**src/rtl/reg_file_pkg.sv**
```systemverilog
`default_nettype none
// ============================================================================
// Module : reg_file_pkg
// Brief  : Shared types and constants for the register file bank.
// Rev    : 1.0
// ============================================================================
package reg_file_pkg;

  typedef enum logic {
    RF_IDLE  = 1'b0,
    RF_CLEAR = 1'b1
  } rf_state_t;

  localparam int RF_ZERO_ADDR = 0;

endpackage
`default_nettype wire

```
**src/rtl/rf_clear_seq.sv**
```systemverilog
`default_nettype none
// ============================================================================
// Module : rf_clear_seq
// Brief  : Clear-sweep sequencer; walks every entry once after reset or request.
// Rev    : 1.0
// ============================================================================
module rf_clear_seq #(
  parameter int DEPTH  = 32,
  parameter int ADDR_W = 5
) (
  input  logic              clk,
  input  logic              reset,
  input  logic              clear_req,
  output logic              busy,
  output logic              clr_we,
  output logic [ADDR_W-1:0] clr_addr
);
  import reg_file_pkg::*;

  localparam logic [ADDR_W-1:0] C_LAST = ADDR_W'(DEPTH - 1);

  rf_state_t         state_q, state_d;
  logic [ADDR_W-1:0] clr_ptr_q, clr_ptr_d;
  logic              busy_q, busy_d;

  always_comb begin
    state_d   = state_q;
    clr_ptr_d = clr_ptr_q;
    busy_d    = busy_q;
    case (state_q)
      RF_IDLE: begin
        if (clear_req) begin
          state_d   = RF_CLEAR;
          clr_ptr_d = '0;
          busy_d    = 1'b1;
        end
      end
      RF_CLEAR: begin
        if (clr_ptr_q == C_LAST) begin
          state_d   = RF_IDLE;
          clr_ptr_d = '0;
          busy_d    = 1'b0;
        end else begin
          clr_ptr_d = clr_ptr_q + ADDR_W'(1);
        end
      end
      default: begin
        state_d = RF_IDLE;
        busy_d  = 1'b0;
      end
    endcase
  end

  always_ff @(posedge clk) begin
    if (reset) begin
      state_q   <= RF_CLEAR;
      clr_ptr_q <= '0;
      busy_q    <= 1'b1;
    end else begin
      state_q   <= state_d;
      clr_ptr_q <= clr_ptr_d;
      busy_q    <= busy_d;
    end
  end

  assign busy     = busy_q;
  assign clr_we   = (state_q == RF_CLEAR);
  assign clr_addr = clr_ptr_q;

endmodule
`default_nettype wire

```
**src/rtl/reg_file_bank.sv**
```systemverilog
`default_nettype none
// ============================================================================
// Module : reg_file_bank
// Brief  : Multi-read-port register file with zero register, bypass and clear sweep.
// Rev    : 1.0
// ============================================================================
module reg_file_bank #(
  parameter int DATA_W   = 32,
  parameter int DEPTH    = 32,
  parameter int ADDR_W   = (DEPTH > 1) ? $clog2(DEPTH) : 1,
  parameter int NUM_RD   = 2,
  parameter int ZERO_REG = 1,
  parameter int BYPASS   = 1
) (
  input  logic                     clk,
  input  logic                     reset,
  input  logic                     clear_req,
  input  logic                     reg_write,
  input  logic [ADDR_W-1:0]        write_addr,
  input  logic [DATA_W-1:0]        write_data,
  input  logic [NUM_RD*ADDR_W-1:0] read_addr,
  output logic [NUM_RD*DATA_W-1:0] read_data,
  output logic                     busy,
  output logic                     err
);
  import reg_file_pkg::*;

  localparam logic [ADDR_W:0]   C_DEPTH_X = (ADDR_W+1)'(DEPTH);
  localparam logic [ADDR_W-1:0] C_ZERO_A  = ADDR_W'(RF_ZERO_ADDR);

  logic              clr_we;
  logic [ADDR_W-1:0] clr_addr;
  logic              wr_in_range, wr_is_zero, wr_legal;
  logic              err_q, err_d;
  logic              mem_we;
  logic [ADDR_W-1:0] mem_waddr;
  logic [DATA_W-1:0] mem_wdata;
  logic [DATA_W-1:0] mem_q [DEPTH];

  rf_clear_seq #(
    .DEPTH  (DEPTH),
    .ADDR_W (ADDR_W)
  ) u_clear_seq (
    .clk       (clk),
    .reset     (reset),
    .clear_req (clear_req),
    .busy      (busy),
    .clr_we    (clr_we),
    .clr_addr  (clr_addr)
  );

  always_comb begin
    wr_in_range = ({1'b0, write_addr} < C_DEPTH_X);
    wr_is_zero  = (ZERO_REG != 0) && (write_addr == C_ZERO_A);
    // A pending clear request outranks a same-cycle write.
    wr_legal    = reg_write && !busy && !clear_req && wr_in_range && !wr_is_zero;
    err_d       = reg_write && (busy || clear_req || !wr_in_range);
  end

  // busy and clr_we are both derived from the CLEAR state, so the sources never collide.
  always_comb begin
    mem_we    = clr_we | wr_legal;
    mem_waddr = clr_we ? clr_addr : write_addr;
    mem_wdata = clr_we ? '0 : write_data;
  end

  always_ff @(posedge clk) begin
    if (mem_we) begin
      mem_q[mem_waddr] <= mem_wdata;
    end
  end

  always_ff @(posedge clk) begin
    if (reset) begin
      err_q <= 1'b0;
    end else begin
      err_q <= err_d;
    end
  end

  assign err = err_q;

  for (genvar i = 0; i < NUM_RD; i++) begin : g_rd
    logic [ADDR_W-1:0] ra;
    logic [DATA_W-1:0] rd;

    assign ra = read_addr[i*ADDR_W +: ADDR_W];

    always_comb begin
      rd = mem_q[ra];
      if (busy) begin
        rd = '0;
      end else if ({1'b0, ra} >= C_DEPTH_X) begin
        rd = '0;
      end else if ((ZERO_REG != 0) && (ra == C_ZERO_A)) begin
        rd = '0;
      end else if ((BYPASS != 0) && wr_legal && (write_addr == ra)) begin
        rd = write_data;
      end
    end

    assign read_data[i*DATA_W +: DATA_W] = rd;
  end

endmodule
`default_nettype wire

```
**config.mk**
```make
export PLATFORM = sky130hd
export DESIGN_NAME = reg_file_bank
export DESIGN_NICKNAME = d
export VERILOG_FILES = /design/src/rtl/reg_file_pkg.sv /design/src/rtl/rf_clear_seq.sv /design/src/rtl/reg_file_bank.sv
export SDC_FILE = /design/constraint.sdc
export NUM_CORES = 1
export LEC_CHECK = 0
export CAP_MARGIN = 25
export CORE_MARGIN = 2
export CORE_UTILIZATION = 35
export CTS_BUF_LIST = sky130_fd_sc_hd__clkbuf_8
export DETAILED_ROUTE_END_ITERATION = 10
export GPL_TIMING_DRIVEN = 1
export PLACE_DENSITY_LB_ADDON = 0.08
export SLEW_MARGIN = 20
export SYNTH_ARGS = -nofsm -noshare
export SYNTH_HDL_FRONTEND = slang
export SYNTH_HIERARCHICAL = 1
export SYNTH_SLANG_ARGS = --single-unit
```
**constraint.sdc**
```tcl
create_clock -name clk -period 5.9 [get_ports clk]
set_clock_uncertainty 0.05 [all_clocks]
set_input_delay 1.18 -clock clk [delete_from_list [all_inputs] [get_ports clk]]
set_output_delay 1.18 -clock clk [all_outputs]
set_load 0.01 [all_outputs]
```
==> metrics.md <==
| Metric | Value |
|---|---|
| Run status | `completed` |
| Hold Crit Depth | `2` |
| Cells after Synth | `2911` |
| Clk_lat worst skew | `approximately 0.90 ns` |
| Tcrit/Tclk final | `roughly 96%` |
| CTS Buffer Depth | `3` |
| Async S/R FF share, synth | `0%` |
| EDFF count, synth | `~1.0k` |
| Antenna violations before repair | `7` |
| Peak Freq | `176 MHz` |
| Area of the mapped netlist | `between 40000 and 50000 sq um` |
| Final instance area | `57300 sq um` |
| Main flop type after synthesis | `edfxtp_1` |
| Dpl cell area | `approximately 54000 sq um` |
| Top Ports | `about 120` |
| GPL Wtd Cong | `between 0.8 and 0.9` |
| Crit end category | `primary output` |
| Pre-antenna DRT Iters | `5` |
| Most frequent cell after synthesis | `edfxtp_1` |
| Pin count of the biggest net entering global routing | `53` |
| Final Hold Vio Count | `0` |
| VDD IR max | `233 uV` |
| Max Cap Viol | `0` |
| Nets | `3215` |
| LEAKAGE | `~19 nW` |
| Tmin final | `between 5 and 6 ns` |
| Worst slew pin tran | `~1.1 ns` |
| H-tree levels | `4` |
| Initial DRC Count | `just over 3k` |
| RSZ-0062 raised after global routing | `no` |
| Share of post-route cells with drive strength above 1 | `approximately a quarter` |
| Slowest-stage cell, CP | `or4_2` |
| Synthesis Warnings | `6` |
| PD cells | `roughly 280 nW/um^2` |
| Setup TNS Final | `0 ns` |
| Ranking of synthesized cells by area | `edfxtp_1 (63%), mux4_2 (15%), mux2i_1 (7.4%)` |
| Post CTS Setup Buffer Count | `0` |
| Post-route insts no fill | `between 5k and 6k` |
| Row Count | `approximately 140` |
| Endpoints failing setup | `0` |
| Unique masters post-synth | `54` |
| Critical path depth | `7` |
| Critical path launch point type | `input pin` |
| Critical Path RT | `around 4.7 ns` |
| Mean Syn Cell Area | `about 17 sq um` |
| CTS sink count | `~1.0k` |
| Post-DP HPWL | `107 mm` |
| CTS tree | `built` |
| Layout area overhead | `16.6%` |
| Crit-path most repeated cell | `clkdlybuf4s50_1` |
| Placeable Area | `around 140000 sq um` |
| CTS Buf Count | `about 180` |
| Layout Utilization | `between 40% and 50%` |
| Post-DRT Antenna Nets | `0` |
| Clock-pin slew on the worst setup and hold paths | `0.06 ns` |
| Family with the most delay on the worst path | `simple AND/OR/NAND/NOR gates` |
| Via-to-Cell Ratio | `just over 6` |
| Area occupied by multi-input gates | `17500 sq um` |
| Die height | `between 300 and 400 um` |
| Slew HR | `27.8%` |
| Routed vias | `31.4k` |
| Post_cts resized | `0` |
| Area leader, netlist | `edfxtp_1` |
| Die Wd | `379 um` |
| CP Class | `input pin to primary output` |
| Vias in the first global route | `approximately 32k` |
| Post-Route WL | `183 mm` |
| Reg area | `approximately 31000 sq um` |
| CP cell instances | `clkdlybuf4s50_1 -> nor3b_2 -> o21ai_4 -> or4_2 -> and2_1 -> a32o_1 -> clkdlybuf4s50_1` |
| Synth cell count leaders | `edfxtp_1 (1024), mux2i_1 (364), mux4_2 (329), a21oi_1 (154), clkbuf_1 (130)` |
| Post-synthesis net count | `roughly 3.0k` |
| Crit-path max cell delay | `about 0.9 ns` |
| Port-buffer cells | `between 100 and 150` |
| Post-synthesis sequential area ratio | `62.9%` |
| First-pass GRT wire length | `roughly 250 mm` |
| GR Util All Layers | `25.6%` |
| Die Area | `143000 sq um` |
| Arr. time, crit path | `between 4 and 5 ns` |
| Total grt overflow | `0` |
| Initial Utilization | `between 30% and 40%` |
| Crit-path max FO | `6` |
| CTS Root Cell | `clkbuf_8` |
| Worst Reg-to-Reg Cells | `5` |
| Seq cells post-synth | `between 1k and 1.5k` |
| Detailed-route wire length per cell | `about 35 um` |
| WP buf/inv | `2` |
| Drt drc | `0` |
| Placed Cells incl. Taps | `between 4k and 5k` |
| Worst min path class | `flop to flop` |
| # fillers | `around 13k` |
| Hold-fix buffers, CTS | `0` |
| Max Slew Vio Count | `0` |
| Area share of the largest cell type after synthesis | `between 60% and 70%` |
cells in the final DEF (no fill, tap or decap), drive strengths merged, types with 23 or more instances in the layout:
cell type	Yosys	routed
a22oi	44	44
o21ai	69	69
o22ai	61	61
nand2	70	70
clkbuf	130	189
clkinv	0	66
mux2	33	33
a221oi	84	84
o211ai	23	23
nor2	103	103
o21bai	32	32
clkdlybuf4s50	0	107
buf	109	196
edfxtp	1024	1024
mux2i	364	364
nor2b	45	45
o221ai	85	85
mux4	329	329
a21oi	154	154
inv	7	62
power breakdown:
group / switching, mW / internal, mW / leakage (nW)
registers: 0.0362 / 8.04 / 9.60
logic: 0.901 / 0.573 / 7.68
clock network: 3.01 / 3.23 / 1.90
cells by family (layout without fill, tap and decap cells):
logic type	Yosys count	count (layout)	synth area share [%]
multiplexers	726	726	23.2
other	0	3	0
adder cells (fa/ha/maj)	3	3	0.0764
buffers and inverters	246	633	2.24
XOR/XNOR	10	10	0.178
AND/OR/NAND/NOR	270	270	2.62
AO/OA/AOI/OAI	624	624	8.76
flip-flops	1032	1032	62.9
per-stage QoR:
step                      hold slack, ns  setup WS (ns)  total power, mW
after floorplan                    0.431           1.52             9.06
after global placement             0.497          0.295             9.70
after detailed placement           0.519          0.263             9.69
after CTS                          0.529          0.258             15.9
after global routing               0.560          0.158             16.3
final                              0.531          0.216             15.8
sequential cells by signal, summed over array words and instances, names as in the netlist:
register              count
mem_q                  1024
u_clear_seq/clr_addr      5
err                       1
u_clear_seq/busy          1
u_clear_seq/clr_we        1
cell type report:
type,instances,area share [%]
diodes,3,0.0131
clock buffers,187,4.49
clock inverters,134,1.33
inverters,7,0.0480
multi-input cells,1633,30.5
flip-flops and latches,1032,53.9
well taps,1876,4.10
repair buffers,305,5.54
worst paths after layout:
check                     startpoint                 endpoint  slack (ns)
min reg2reg  u_clear_seq/clr_addr[2]  u_clear_seq/clr_addr[2]        0.53
max                        clear_req             read_data[0]        0.22
min          u_clear_seq/clr_addr[2]  u_clear_seq/clr_addr[2]        0.53
max reg2reg       u_clear_seq/clr_we            mem_q[21][25]        2.45
routing by layer:
| metal | vias to the layer above | share of wire [%] | track usage, % |
|---|---|---|---|
| met5 | - | 0 | 0 |
| met4 | 0 | 3.4 | 9.22 |
| met3 | 314 | 6.2 | 4.23 |
| met2 | 1310 | 49 | 42.7 |
| met1 | 17000 | 41 | 33.7 |
| li1 | 12800 | - | - |
worst register-to-register path: cells and delay by family (launching register included):
family | cells | cell delay [ns]
multiplexers | 1 | 0.32
AND/OR/NAND/NOR | 2 | 0.39
flip-flops | 1 | 0.79
buffers and inverters | 2 | 1.45
No activity file was read; power rests on OpenSTA's default activity.
